File: src/rtl/pipe_stage_chain_if.sv
// Handshake bundle between a producer, the pipe_stage_chain and its consumer.
// The chain itself takes the slave view; the surrounding stages take the master view.
interface pipe_stage_chain_if #(
  parameter int DATA_W = 64,
  parameter int STAGES = 4
);
  localparam int OCC_W = $clog2(STAGES + 1);

  logic              valid_i;
  logic [DATA_W-1:0] data_i;
  logic              ready_o;
  logic [STAGES-1:0] kill_i;
  logic              valid_o;
  logic [DATA_W-1:0] data_o;
  logic              ready_i;
  logic [OCC_W-1:0]  occupancy_o;

  modport master (
    output valid_i, data_i, kill_i, ready_i,
    input  ready_o, valid_o, data_o, occupancy_o
  );

  modport slave (
    input  valid_i, data_i, kill_i, ready_i,
    output ready_o, valid_o, data_o, occupancy_o
  );
endinterface

File: src/rtl/pipe_stage_chain.sv
// Chain of valid-tagged pipeline registers with downstream back-pressure and per-stage kill.
// COLLAPSE=1 lets bubbles be squeezed out under stall; COLLAPSE=0 stalls every stage together.
module pipe_stage_chain #(
  parameter int DATA_W   = 64,
  parameter int STAGES   = 4,
  parameter int COLLAPSE = 1
) (
  input  logic                clk_i,
  input  logic                rstn_i,
  pipe_stage_chain_if.slave   bus
);
  localparam int OCC_W = $clog2(STAGES + 1);

  logic [STAGES-1:0]             v;
  logic [STAGES-1:0]             adv;
  logic [STAGES-1:0]             in_v;
  logic [STAGES-1:0][DATA_W-1:0] d;
  logic [OCC_W-1:0]              occ;

  // A stage may advance when it, or any stage ahead of it, is empty, or the consumer takes.
  // Written as a reduction over the upper slice so no signal feeds back on itself.
  if (COLLAPSE != 0) begin : g_collapse
    for (genvar k = 0; k < STAGES; k++) begin : g_adv
      assign adv[k] = bus.ready_i | ~(&v[STAGES-1:k]);
    end
  end else begin : g_lockstep
    assign adv = {STAGES{bus.ready_i | ~v[STAGES-1]}};
  end

  assign in_v[0] = bus.valid_i;
  for (genvar k = 1; k < STAGES; k++) begin : g_in
    assign in_v[k] = v[k-1] & ~bus.kill_i[k-1];
  end

  // NOTE: sequential state uses non-blocking assignments so every stage samples the
  // pre-edge value of its neighbour; blocking here would ripple one entry through all stages.
  always_ff @(posedge clk_i or negedge rstn_i) begin
    if (!rstn_i) begin
      v <= '0;
    end else begin
      for (int k = 0; k < STAGES; k++) begin
        if (adv[k]) v[k] <= in_v[k];
        else        v[k] <= v[k] & ~bus.kill_i[k];
      end
    end
  end

  // NOTE: payload registers are reset too, because data_o must read zero out of reset;
  // without that requirement they could be left unreset and qualified by v alone.
  always_ff @(posedge clk_i or negedge rstn_i) begin
    if (!rstn_i) begin
      d <= '0;
    end else begin
      if (adv[0] && in_v[0]) d[0] <= bus.data_i;
      for (int k = 1; k < STAGES; k++) begin
        if (adv[k] && in_v[k]) d[k] <= d[k-1];
      end
    end
  end

  // NOTE: combinational blocks assign a default before any conditional logic, so no
  // path leaves the variable unassigned and no latch is inferred.
  always_comb begin
    occ = '0;
    for (int k = 0; k < STAGES; k++) begin
      occ = occ + OCC_W'(v[k]);
    end
  end

  assign bus.ready_o     = adv[0];
  assign bus.valid_o     = v[STAGES-1] & ~bus.kill_i[STAGES-1];
  assign bus.data_o      = d[STAGES-1];
  assign bus.occupancy_o = occ;
endmodule

File: src/flat_wrapper.sv
// flat-port wrapper written by rule: the top's interface ports become plain ports
module pipe_stage_chain_flat 
#(
  parameter int DATA_W   = 64,
  parameter int STAGES   = 4,
  parameter int COLLAPSE = 1
)
  (clk_i, rstn_i, bus_valid_i, bus_data_i, bus_kill_i, bus_ready_i, bus_ready_o, bus_valid_o, bus_data_o, bus_occupancy_o);
  pipe_stage_chain_if #(.DATA_W(DATA_W), .STAGES(STAGES)) bus_i ();
  input  logic clk_i;
  input  logic rstn_i;
  input wire logic [$bits(bus_i.valid_i)-1:0] bus_valid_i;
  input wire logic [$bits(bus_i.data_i)-1:0] bus_data_i;
  input wire logic [$bits(bus_i.kill_i)-1:0] bus_kill_i;
  input wire logic [$bits(bus_i.ready_i)-1:0] bus_ready_i;
  output wire logic [$bits(bus_i.ready_o)-1:0] bus_ready_o;
  output wire logic [$bits(bus_i.valid_o)-1:0] bus_valid_o;
  output wire logic [$bits(bus_i.data_o)-1:0] bus_data_o;
  output wire logic [$bits(bus_i.occupancy_o)-1:0] bus_occupancy_o;
  assign bus_i.valid_i = bus_valid_i;
  assign bus_i.data_i = bus_data_i;
  assign bus_i.kill_i = bus_kill_i;
  assign bus_i.ready_i = bus_ready_i;
  assign bus_ready_o = bus_i.ready_o;
  assign bus_valid_o = bus_i.valid_o;
  assign bus_data_o = bus_i.data_o;
  assign bus_occupancy_o = bus_i.occupancy_o;
  pipe_stage_chain #(.DATA_W(DATA_W), .STAGES(STAGES), .COLLAPSE(COLLAPSE)) u_core (.clk_i(clk_i), .rstn_i(rstn_i), .bus(bus_i));
endmodule
File: config.mk
export PLATFORM = sky130hd
export DESIGN_NAME = pipe_stage_chain_flat
export DESIGN_NICKNAME = d
export VERILOG_FILES = /design/src/rtl/pipe_stage_chain_if.sv /design/src/rtl/pipe_stage_chain.sv /design/src/flat_wrapper.sv
export SDC_FILE = /design/constraint.sdc
export NUM_CORES = 1
export LEC_CHECK = 0
export BUFFER_PORTS_ARGS = -buffer_cell sky130_fd_sc_hd__buf_2
export CAP_MARGIN = 10
export CELL_PAD_IN_SITES_DETAIL_PLACEMENT = 2
export CELL_PAD_IN_SITES_GLOBAL_PLACEMENT = 2
export CORE_UTILIZATION = 25
export CTS_CLUSTER_DIAMETER = 80
export DETAILED_ROUTE_END_ITERATION = 8
export GPL_ROUTABILITY_DRIVEN = 0
export PLACE_DENSITY = 0.53
export SLEW_MARGIN = 20
export SYNTH_ARGS = -nofsm -noshare
export SYNTH_HDL_FRONTEND = slang
export SYNTH_SLANG_ARGS = --single-unit
File: constraint.sdc
create_clock -name clk_i -period 1.8 [get_ports clk_i]
set_input_delay 0.27 -clock clk_i [delete_from_list [all_inputs] [get_ports clk_i]]
set_output_delay 0.27 -clock clk_i [all_outputs]
set_load 0.01 [all_outputs]
# After elaboration in Yosys (flattened, before gate mapping)
# Cells that the tools add are included.
classes:
  mux: 4
  reduce_logical: 7
  add_sub_neg: 3
  bitwise_logic: 16
op_table:
  columns: ["op", "count"]
  rows:
  - ["inverter 1 bit", 8]
  - ["adder 3 x 1 -> 3 bit", 2]
  - ["AND 1 bit", 4]
  - ["logical AND 1 bit", 4]
  - ["2-to-1 mux 1 bit", 4]
  - ["OR 1 bit", 4]
  - ["AND reduction 4 bit", 1]
  - ["AND reduction 3 bit", 1]
  - ["adder 1 x 1 -> 2 bit", 1]
  - ["AND reduction 2 bit", 1]
totals:
  regBits: 260
  elab_cells: 35

# Depth between registers and ports, before layout
# Gate-level depths: netlist of the first run.
logic_depth:
  ltp_word: 4
  depth_mapped: 6

# Least setup slack after synthesis of the first run
# OpenSTA, ideal clock, no wires.
synth_timing:
  kind: "reg-to-reg"
  startpoint: "register u_core.v[1]"
  endpoint: "register u_core.d[34] (netlist name)"
  setup_slack_ns: 0.193
  n_path_buf: 2
  synth_period_minus_slack_ns: 1.607
  stages_incl_launch_ff: 7
  arrival_ns: 1.482
  path_cell_list: "dfrtp_1 > ha_1 > nand4b_1 > nand2_1 > buf_4 > buf_6 > mux2_2"
synth_via:
  elab_chain_len: 4
synth_rtl:
  columns: ["element", "line_no", "text"]
  rows:
  - ["start: declaration", "pipe_stage_chain.sv:14", "logic [STAGES-1:0] v;"]
  - ["start signal: indexed assignment", "pipe_stage_chain.sv:42", "if (adv[k]) v[k] <= in_v[k];"]
  - ["start signal: indexed assignment", "pipe_stage_chain.sv:43", "else v[k] <= v[k] & ~bus.kill_i[k];"]
  - ["AND reduction 4 bit", "pipe_stage_chain.sv:24", "assign adv[k] = bus.ready_i | ~(&v[STAGES-1:k]);"]
  - ["inverter 1 bit", "pipe_stage_chain.sv:24", null]
  - ["OR 1 bit", "pipe_stage_chain.sv:24", null]
  - ["net bus_ready_o", "flat_wrapper.sv:16", "output wire logic [$bits(bus_i.ready_o)-1:0] bus_ready_o;"]
  - ["logical AND 1 bit", "pipe_stage_chain.sv:54", "if (adv[0] && in_v[0]) d[0] <= bus.data_i;"]
  - ["end signal: indexed assignment", "pipe_stage_chain.sv:56", "if (adv[k] && in_v[k]) d[k] <= d[k-1];"]
  - ["end: declaration", "pipe_stage_chain.sv:17", "logic [STAGES-1:0][DATA_W-1:0] d;"]
# The timed path passes the listed nets, and every way through them passes these cells.
# A chain may end at the register's enable or synchronous reset.

# Worst setup path in the final report of the first run
layout_timing:
  startpoint: "register u_core.v[0]"
  endpoint: "output bus_occupancy_o[1]"
layout_via:
  elab_chain_len: 3
layout_rtl:
  columns: ["element", "line_no", "text"]
  rows:
  - ["adder 1 x 1 -> 2 bit", "pipe_stage_chain.sv:66", "occ = occ + OCC_W'(v[k]);"]
  - ["adder 3 x 1 -> 3 bit (2 in a row)", "pipe_stage_chain.sv:66", null]
  - ["end: declaration", "flat_wrapper.sv:19", "output wire logic [$bits(bus_i.occupancy_o)-1:0] bus_occupancy_o;"]
# No other way between the ends.

==> impl_results.html, run 1 <==
<table>
<tr><th>Metric</th><th>Value</th></tr>
<tr><th colspan="2">Placed design</th></tr>
<tr><td>DP Wirelength</td><td>16000 um</td></tr>
<tr><td>Count of input and output buffers</td><td>140</td></tr>
<tr><th colspan="2">STA</th></tr>
<tr><td>Final number of setup-violating endpoints</td><td>4</td></tr>
<tr><td>Final count of hold timing violations</td><td>0</td></tr>
<tr><td>Period utilisation layout</td><td>1.24</td></tr>
<tr><td>Pins Over Slew Limit</td><td>0</td></tr>
<tr><td>Setup Skew</td><td>0.0157 ns</td></tr>
<tr><td>RSZ-0062 raised after global routing</td><td>true</td></tr>
<tr><td>Setup total negative slack</td><td>-1.18 ns</td></tr>
<tr><td>Fmax achieved</td><td>0.447 GHz</td></tr>
<tr><td>Headroom to the max-slew limit</td><td>0.689</td></tr>
<tr><td>Worst-margin pin slew</td><td>0.466 ns</td></tr>
<tr><td>Post-layout worst setup margin</td><td>-0.437 ns</td></tr>
<tr><td>Post-layout min period</td><td>2.24 ns</td></tr>
<tr><th colspan="2">Critical path</th></tr>
<tr><td>CP endpoint kind</td><td>primary output</td></tr>
<tr><td>Critical-path maximum fanout</td><td>2</td></tr>
<tr><td>Start-to-end type of the worst setup path</td><td>flip-flop to primary output</td></tr>
<tr><td>Startpoint type of the worst setup path</td><td>flip-flop</td></tr>
<tr><td>Critical Path RT</td><td>1.53 ns</td></tr>
<tr><td>Data arrival time of the worst path</td><td>1.97 ns</td></tr>
<tr><th colspan="2">Synth</th></tr>
<tr><td>Cell area after synthesis</td><td>0.0103 mm2</td></tr>
<tr><td>Net count after synthesis</td><td>701</td></tr>
<tr><td>Number of warnings printed during yosys synthesis</td><td>0</td></tr>
<tr><td>Cells after Synth</td><td>626</td></tr>
<tr><td>Total of flip-flops plus latches after synthesis</td><td>260</td></tr>
<tr><td>Sequential-to-total area share from yosys stat</td><td>0.634</td></tr>
<tr><td>Per-instance average area after synthesis</td><td>16.4 um2</td></tr>
<tr><td>Number of distinct library cell variants in the gate-level netlist after synthesis</td><td>16</td></tr>
<tr><th colspan="2">GRT</th></tr>
<tr><td>Overall track demand over capacity in global routing</td><td>0.118</td></tr>
<tr><td>GR Overflow Total</td><td>0</td></tr>
<tr><td>Maximum number of pins on one net before global-route repair</td><td>50</td></tr>
<tr><td>Number of antenna violations at the first check in global routing</td><td>0</td></tr>
<tr><td>Via count of the first global-routing pass</td><td>6542</td></tr>
<tr><td>Global-route wire length before repair</td><td>38300 um</td></tr>
<tr><th colspan="2">Power and ir drop</th></tr>
<tr><td>Leak</td><td>5.92 nW</td></tr>
<tr><td>Cell Pwr Density</td><td>1370 mW/mm2</td></tr>
<tr><td>Part of the total power dissipated in sequential elements</td><td>0.458</td></tr>
<tr><td>Switching power as a share of total power</td><td>0.260</td></tr>
<tr><td>Total chip power</td><td>18.0 mW</td></tr>
<tr><td>Logic pwr share</td><td>0.176</td></tr>
<tr><td>Sw power</td><td>4.68 mW</td></tr>
<tr><td>Maximum vdd drop</td><td>0.677 mV</td></tr>
<tr><td>Clock network power share</td><td>0.366</td></tr>
<tr><td>Pint</td><td>13.4 mW</td></tr>
<tr><th colspan="2">Routing</th></tr>
<tr><td>Vias per inst</td><td>4.09</td></tr>
<tr><td>Violation count after the first detailed-route iteration</td><td>90</td></tr>
<tr><td>Met3 wire length</td><td>1190 um</td></tr>
<tr><td>Total routed wire length on the met1 layer</td><td>10800 um</td></tr>
<tr><td>Number of DRC violations after detailed routing</td><td>0</td></tr>
<tr><td>Number of detailed-route iterations in the first pass</td><td>4</td></tr>
<tr><td>Overall routed net length</td><td>24600 um</td></tr>
<tr><td>Post-route antenna net violation count</td><td>0</td></tr>
<tr><td>Number of vias in the routed layout</td><td>5528</td></tr>
<tr><td>Avg WL per Cell</td><td>18.2 um</td></tr>
<tr><td>Total met2 wirelength after detailed routing</td><td>12200 um</td></tr>
<tr><td>Highest routed metal layer</td><td>met4</td></tr>
<tr><th colspan="2">Layout</th></tr>
<tr><td>Synthesis-to-finish area growth</td><td>28.6%</td></tr>
<tr><td>Proportion of layout cells with a drive suffix above 1</td><td>0.438</td></tr>
<tr><td>Antenna cells</td><td>0</td></tr>
<tr><td>Net count reported at finish</td><td>879</td></tr>
<tr><th colspan="2">Clock network</th></tr>
<tr><td>Clock edge transition at the registers on the reported setup and hold paths</td><td>0.06 ns</td></tr>
<tr><td>Htree depth</td><td>1</td></tr>
<tr><td>Clock latency reported for the late side of the worst-skew pair</td><td>0.57 ns</td></tr>
<tr><td>CTS root buffer</td><td>sky130_fd_sc_hd__clkbuf_16</td></tr>
<tr><td>Inserted Clock Buffers</td><td>31</td></tr>
<tr><td>Number of sinks handled by clock tree synthesis</td><td>260</td></tr>
<tr><td>TritonCTS clock tree</td><td>done</td></tr>
<tr><td>Buffer depth of the longest clock path</td><td>3</td></tr>
<tr><th colspan="2">Floorplan</th></tr>
<tr><td>Area of the core</td><td>0.0401 mm2</td></tr>
<tr><td>Height of the chip</td><td>205 um</td></tr>
<tr><td>Die Area</td><td>0.0418 mm2</td></tr>
<tr><td>Io pins</td><td>141</td></tr>
<tr><td>Die width</td><td>205 um</td></tr>
<tr><td>Row count</td><td>73</td></tr>
<tr><td>Initial cell density of the core</td><td>0.256</td></tr>
<tr><th colspan="2">Run status</th></tr>
<tr><td>Status</td><td>complete, but fails checks</td></tr>
<tr><td>Violations in the final reports</td><td>negative setup slack</td></tr>
<tr><th colspan="2">Hold path</th></tr>
<tr><td>Hold/Removal Path Class</td><td>input port to flip-flop</td></tr>
<tr><th colspan="2">Flow run</th></tr>
<tr><td>Reported max-cap violation count</td><td>0</td></tr>
</table>
worst max-delay path: stages, from the launching register on:
cell and delay [ns]:
sky130_fd_sc_hd__dfrtp_1 0.41, sky130_fd_sc_hd__ha_4 0.26, sky130_fd_sc_hd__fa_2 0.37, sky130_fd_sc_hd__ha_4 0.28, sky130_fd_sc_hd__buf_6 0.09
layout make-up:
class,count,area [um2]
Multi-Input combinational cell,273,3080
Clock inverter,14,228
Timing Repair Buffer,237,1860
Clock buffer,42,857
Tap cell,525,657
Inverter,1,3.75
Fill cell,4047,26900
Sequential cell,260,6510
stage by stage:
| step | cells | worst slack, ns | cell area [um2] | hold WS (ns) | utilization |
|---|---|---|---|---|---|
| 4_1_cts | 1349 | -0.507 | 13100 | 0.0159 | 0.327 |
| 3_3_place_gp | 1223 | 0.0409 | 11300 | 0.232 | 0.281 |
| 5_1_grt | 1352 | -0.485 | 13200 | 0.0727 | 0.329 |
| 3_5_place_dp | 1223 | 0.00836 | 11300 | 0.241 | 0.281 |
| 2_1_floorplan | 626 | 0.193 | 10300 | -0.0256 | - |
| 6_report | 1352 | -0.437 | 13200 | 0.0546 | 0.329 |
synthesized netlist by cell type, drive strengths merged:
library cell | count | area, um2
nor2b | 1 | 6.26
ha | 2 | 25.0
o21bai | 1 | 7.51
dfrtp | 260 | 6510
nand3b | 2 | 15.0
nand4b | 1 | 8.76
fa | 1 | 20.0
mux2 | 256 | 2880
buf | 92 | 734
o21ai | 4 | 20.0
nand2 | 1 | 3.75
inv | 1 | 3.75
nand2b | 4 | 25.0
state kept, by name (all words and copies together), names as in the netlist:
signal	cells
u_core.d	192
u_core.bus.data_o	64
u_core.v	4
power groups by stage:
stage | logic (mW) | registers, mW | clock network (mW)
2_1_floorplan | 2.75 | 8.00 | 0
3_3_place_gp | 2.97 | 8.26 | 0
3_5_place_dp | 3.11 | 8.41 | 0
4_1_cts | 3.26 | 8.32 | 6.90
5_1_grt | 3.50 | 8.50 | 7.08
6_report | 3.18 | 8.26 | 6.60
logic make-up (layout without fill, tap and decap cells):
family	after synthesis	count (layout)	share of synthesized area
muxes	256	256	0.281
and+or+nand+nor	9	9	0.00573
DFF	260	260	0.634
adders and majority gates	3	3	0.00439
buffers and inverters	93	294	0.0720
AOI/OAI and AO/OA	5	5	0.00268
path summary, 6_finish.rpt:
kind	start	end	slack, ns	cells after the start
worst max register to register	u_core.v[3]	u_core.d[91]	0.07	5
worst min-delay path	bus_kill_i[0]	u_core.v[0]	0.05	3
min in group asynchronous	rstn_i	u_core.d[177]	0.23	2
worst min register to register	u_core.d[30]	u_core.d[94]	0.48	1
max in group asynchronous	rstn_i	u_core.d[141]	0.89	3
worst max-delay path	u_core.v[0]	bus_occupancy_o[1]	-0.44	4
routing by layer:
metal | GRT usage | vias to the layer above
met5 | 0 | -
met3 | 0.0258 | 32
met1 | 0.148 | 2913
met2 | 0.203 | 118
li1 | - | 2465
met4 | 0.0360 | 0
layout by cell type (no fill, tap or decap), drive strengths merged, types with 4 or more instances in the layout:
cell	count
dfrtp	260
mux2	256
buf	168
dlygate4sd3	67
clkbuf	44
clkinv	7
bufinv	6
o21ai	4
nand2b	4
what timing repair did:
| action | CTS | global route |
|---|---|---|
| pin swaps | 2 | 5 |
| hold endpoints to repair | 139 | 0 |
| setup buffers | 3 | 1 |
| setup endpoints to repair | 4 | 108 |
| cloned | 0 | 2 |
| gates resized for setup | 8 | 6 |
| hold buffers | 67 | 0 |
Power figures use the tool's default switching activity.
==> inputs of run 2 (changes only) <==
--- a/config.mk
+++ b/config.mk
@@ -9,11 +9,12 @@
 export CAP_MARGIN = 10
 export CELL_PAD_IN_SITES_DETAIL_PLACEMENT = 2
 export CELL_PAD_IN_SITES_GLOBAL_PLACEMENT = 2
+export CORE_MARGIN = 2
 export CORE_UTILIZATION = 25
 export CTS_CLUSTER_DIAMETER = 80
 export DETAILED_ROUTE_END_ITERATION = 8
 export GPL_ROUTABILITY_DRIVEN = 0
-export PLACE_DENSITY = 0.53
+export PLACE_DENSITY_LB_ADDON = 0.12
 export SLEW_MARGIN = 20
 export SYNTH_ARGS = -nofsm -noshare
 export SYNTH_HDL_FRONTEND = slang
==> run 2 against run 1 <==
Against the previous run:
- the run still ends with negative setup slack left
- first-iteration DRC count up 5.6%
- cell area down 0.54%
- setup slack worse by 0.0091 ns
- clock-buffer cell count up 4
- cell count up 0.74%
- non-clock buffer count unchanged
- power down 2.5%
- register-to-register slack about the same
- largest cell class unchanged
==> impl_results.html, run 2 (synthesis gave the netlist of run 1 again) <==
<table>
<tr><th>Metric</th><th>Value</th></tr>
<tr><th colspan="2">GRT</th></tr>
<tr><td>GR Overflow Total</td><td>0 (unchanged)</td></tr>
<tr><td>Via count of the first global-routing pass</td><td>6317 (-3.4%)</td></tr>
<tr><td>Overall track demand over capacity in global routing</td><td>0.117 (-0.00164)</td></tr>
<tr><td>Maximum number of pins on one net before global-route repair</td><td>70 (+40%)</td></tr>
<tr><td>Global-route wire length before repair</td><td>37900 um (-1.0%)</td></tr>
<tr><td>Number of antenna violations at the first check in global routing</td><td>1 (+1)</td></tr>
<tr><th colspan="2">STA</th></tr>
<tr><td>Final number of setup-violating endpoints</td><td>3 (-1)</td></tr>
<tr><td>Fmax achieved</td><td>0.445 GHz (-0.40%)</td></tr>
<tr><td>Post-layout worst setup margin</td><td>-0.446 ns (-0.00906 ns)</td></tr>
<tr><td>Pins Over Slew Limit</td><td>0 (unchanged)</td></tr>
<tr><td>RSZ-0062 raised after global routing</td><td>true</td></tr>
<tr><td>Worst-margin pin slew</td><td>0.372 ns (-0.0940 ns)</td></tr>
<tr><td>Final-layout worst hold slack</td><td>0.0579 ns (+0.00336 ns)</td></tr>
<tr><td>Final count of hold timing violations</td><td>0 (unchanged)</td></tr>
<tr><td>Headroom to the max-slew limit</td><td>0.752 (+0.0627)</td></tr>
<tr><td>Post-layout min period</td><td>2.25 ns (+0.00906 ns)</td></tr>
<tr><td>Period utilisation layout</td><td>1.25 (+0.00504)</td></tr>
<tr><td>Setup total negative slack</td><td>-1.14 ns (+0.0436 ns)</td></tr>
<tr><td>Setup Skew</td><td>0.00687 ns (-0.00881 ns)</td></tr>
<tr><th colspan="2">Routing</th></tr>
<tr><td>Post-route antenna net violation count</td><td>0 (unchanged)</td></tr>
<tr><td>Number of detailed-route iterations in the first pass</td><td>5 (+1)</td></tr>
<tr><td>Violation count after the first detailed-route iteration</td><td>95 (+5.6%)</td></tr>
<tr><td>Number of vias in the routed layout</td><td>5533 (+0.090%)</td></tr>
<tr><td>Avg WL per Cell</td><td>17.9 um (-1.7%)</td></tr>
<tr><td>Vias per inst</td><td>4.06 (-0.64%)</td></tr>
<tr><td>Overall routed net length</td><td>24400 um (-1.0%)</td></tr>
<tr><td>Number of DRC violations after detailed routing</td><td>0 (unchanged)</td></tr>
<tr><th colspan="2">Layout</th></tr>
<tr><td>Net count reported at finish</td><td>879 (unchanged)</td></tr>
<tr><td>Fin util</td><td>0.323 (-0.00620)</td></tr>
<tr><td>Final non-filler cell area</td><td>0.0131 mm2 (-0.54%)</td></tr>
<tr><td>Largest register by flop count</td><td>u_core.d</td></tr>
<tr><td>Number of flip-flops under the largest register name</td><td>192 (unchanged)</td></tr>
<tr><td>Proportion of layout cells with a drive suffix above 1</td><td>0.441 (+0.00377)</td></tr>
<tr><td>Non-filler instance count after layout</td><td>1362 (+0.74%)</td></tr>
<tr><td>Synthesis-to-finish area growth</td><td>27.9%</td></tr>
<tr><td>Top library cells by usage in the layout, fill and taps aside</td><td>sky130_fd_sc_hd__dfrtp_1 (260), sky130_fd_sc_hd__mux2_2 (137), sky130_fd_sc_hd__buf_2 (136)</td></tr>
<tr><td>Leading cell type in the layout, fill and taps excluded</td><td>sky130_fd_sc_hd__dfrtp_1</td></tr>
<tr><th colspan="2">Floorplan</th></tr>
<tr><td>Initial cell density of the core</td><td>0.252 (-0.00346)</td></tr>
<tr><td>Die width</td><td>207 um (+0.98%)</td></tr>
<tr><td>Die Area</td><td>0.0427 mm2 (+2.0%)</td></tr>
<tr><td>Io pins</td><td>141 (unchanged)</td></tr>
<tr><td>Height of the chip</td><td>207 um (+0.98%)</td></tr>
<tr><td>Row count</td><td>74 (+1.4%)</td></tr>
<tr><td>Area of the core</td><td>0.0406 mm2 (+1.4%)</td></tr>
<tr><th colspan="2">Placed design</th></tr>
<tr><td>Worst slack at placement</td><td>0.00408 ns (-0.00428 ns)</td></tr>
<tr><td>DP Wirelength</td><td>16100 um (+0.25%)</td></tr>
<tr><td>Cell total after placement</td><td>1231 (+0.65%)</td></tr>
<tr><td>Placed cell area</td><td>0.0113 mm2 (+0.37%)</td></tr>
<tr><td>Count of input and output buffers</td><td>140 (unchanged)</td></tr>
<tr><th colspan="2">Run status</th></tr>
<tr><td>Status</td><td>complete, but fails checks</td></tr>
<tr><td>Violations in the final reports</td><td>negative setup slack</td></tr>
<tr><th colspan="2">Power and ir drop</th></tr>
<tr><td>Leak</td><td>5.88 nW (-0.54%)</td></tr>
<tr><td>Cell Pwr Density</td><td>1340 mW/mm2 (-2.0%)</td></tr>
<tr><td>Total chip power</td><td>17.6 mW (-2.5%)</td></tr>
<tr><td>Maximum vdd drop</td><td>0.656 mV (-3.1%)</td></tr>
<tr><th colspan="2">Clock network</th></tr>
<tr><td>CTS root buffer</td><td>sky130_fd_sc_hd__clkbuf_16</td></tr>
<tr><td>Clock latency reported for the late side of the worst-skew pair</td><td>0.56 ns (about the same)</td></tr>
<tr><td>Buffer depth of the longest clock path</td><td>3 (unchanged)</td></tr>
<tr><td>Number of sinks handled by clock tree synthesis</td><td>260 (unchanged)</td></tr>
<tr><td>Htree depth</td><td>1 (unchanged)</td></tr>
<tr><td>TritonCTS clock tree</td><td>done</td></tr>
<tr><td>Clock edge transition at the registers on the reported setup and hold paths</td><td>0.06 ns (about the same)</td></tr>
<tr><td>Inserted Clock Buffers</td><td>31 (unchanged)</td></tr>
<tr><th colspan="2">Critical path</th></tr>
<tr><td>Data arrival time of the worst path</td><td>1.98 ns (about the same)</td></tr>
<tr><td>Startpoint type of the worst setup path</td><td>flip-flop</td></tr>
<tr><td>Critical-path maximum fanout</td><td>2 (unchanged)</td></tr>
<tr><td>CP endpoint kind</td><td>primary output</td></tr>
<tr><td>Start-to-end type of the worst setup path</td><td>flip-flop to primary output</td></tr>
<tr><td>Critical Path RT</td><td>1.53 ns (about the same)</td></tr>
<tr><th colspan="2">Hold path</th></tr>
<tr><td>Hold/Removal Path Class</td><td>input port to flip-flop</td></tr>
<tr><th colspan="2">Flow run</th></tr>
<tr><td>Reported max-cap violation count</td><td>0 (unchanged)</td></tr>
</table>
[run 2: metal layers]
metal  vias up  wire, um  global-route usage  share of wire
li1       2477         -                   -              -
met1      2916     10500               0.149           0.43
met2       107     12300               0.198           0.50
met3        33      1230              0.0256          0.050
met4         0       447              0.0347          0.018
met5         -         0                   0              0
[run 2: power breakdown]
part           total (mW)  internal, mW  switching (mW)  leakage, nW
sequential           8.29          7.42           0.871         3.10
combinational        3.14          1.77            1.37         2.27
clock                6.16          3.70            2.46        0.514
total                17.6          12.9            4.70         5.88
[run 2: final timing paths]
path | startpoint | end | slack [ns] | depth (start not counted)
worst max-delay path | u_core.v[0] | bus_occupancy_o[1] | -0.45 | 4
worst min-delay path | bus_ready_i | u_core.v[3] | 0.06 | 3
worst max register to register | u_core.v[0] | u_core.d[54] | 0.08 | 6
worst min register to register | u_core.d[88] | u_core.d[152] | 0.47 | 1
max in group asynchronous | rstn_i | u_core.d[24] | 0.91 | 3
min in group asynchronous | rstn_i | u_core.bus.data_o[52] | 0.19 | 2
[run 2: worst max-delay path, cell delays in order, from the launching register on]
cell	delay, ns
sky130_fd_sc_hd__dfrtp_1	0.41
sky130_fd_sc_hd__ha_4	0.25
sky130_fd_sc_hd__fa_2	0.37
sky130_fd_sc_hd__ha_4	0.28
sky130_fd_sc_hd__buf_6	0.09
[run 2: cell type report]
cell class / count / area, um2
timing repair buffer: 237 / 1840
clock inverter: 12 / 91.3
inverter: 1 / 3.75
tap: 532 / 666
sequential: 260 / 6510
multi-input combinational: 273 / 3080
antenna: 1 / 2.50
clock buffer: 46 / 932
fill: 4107 / 27500
[run 2: repair_timing]
| item | CTS | global route |
|---|---|---|
| hold buffers | 67 | 0 |
| buffers inserted | 2 | 2 |
| cloned | 0 | 1 |
| pin swaps | 2 | 3 |
| gates resized for setup | 6 | 1 |
| setup endpoints to repair | 4 | 121 |
| hold endpoints to repair | 190 | 0 |
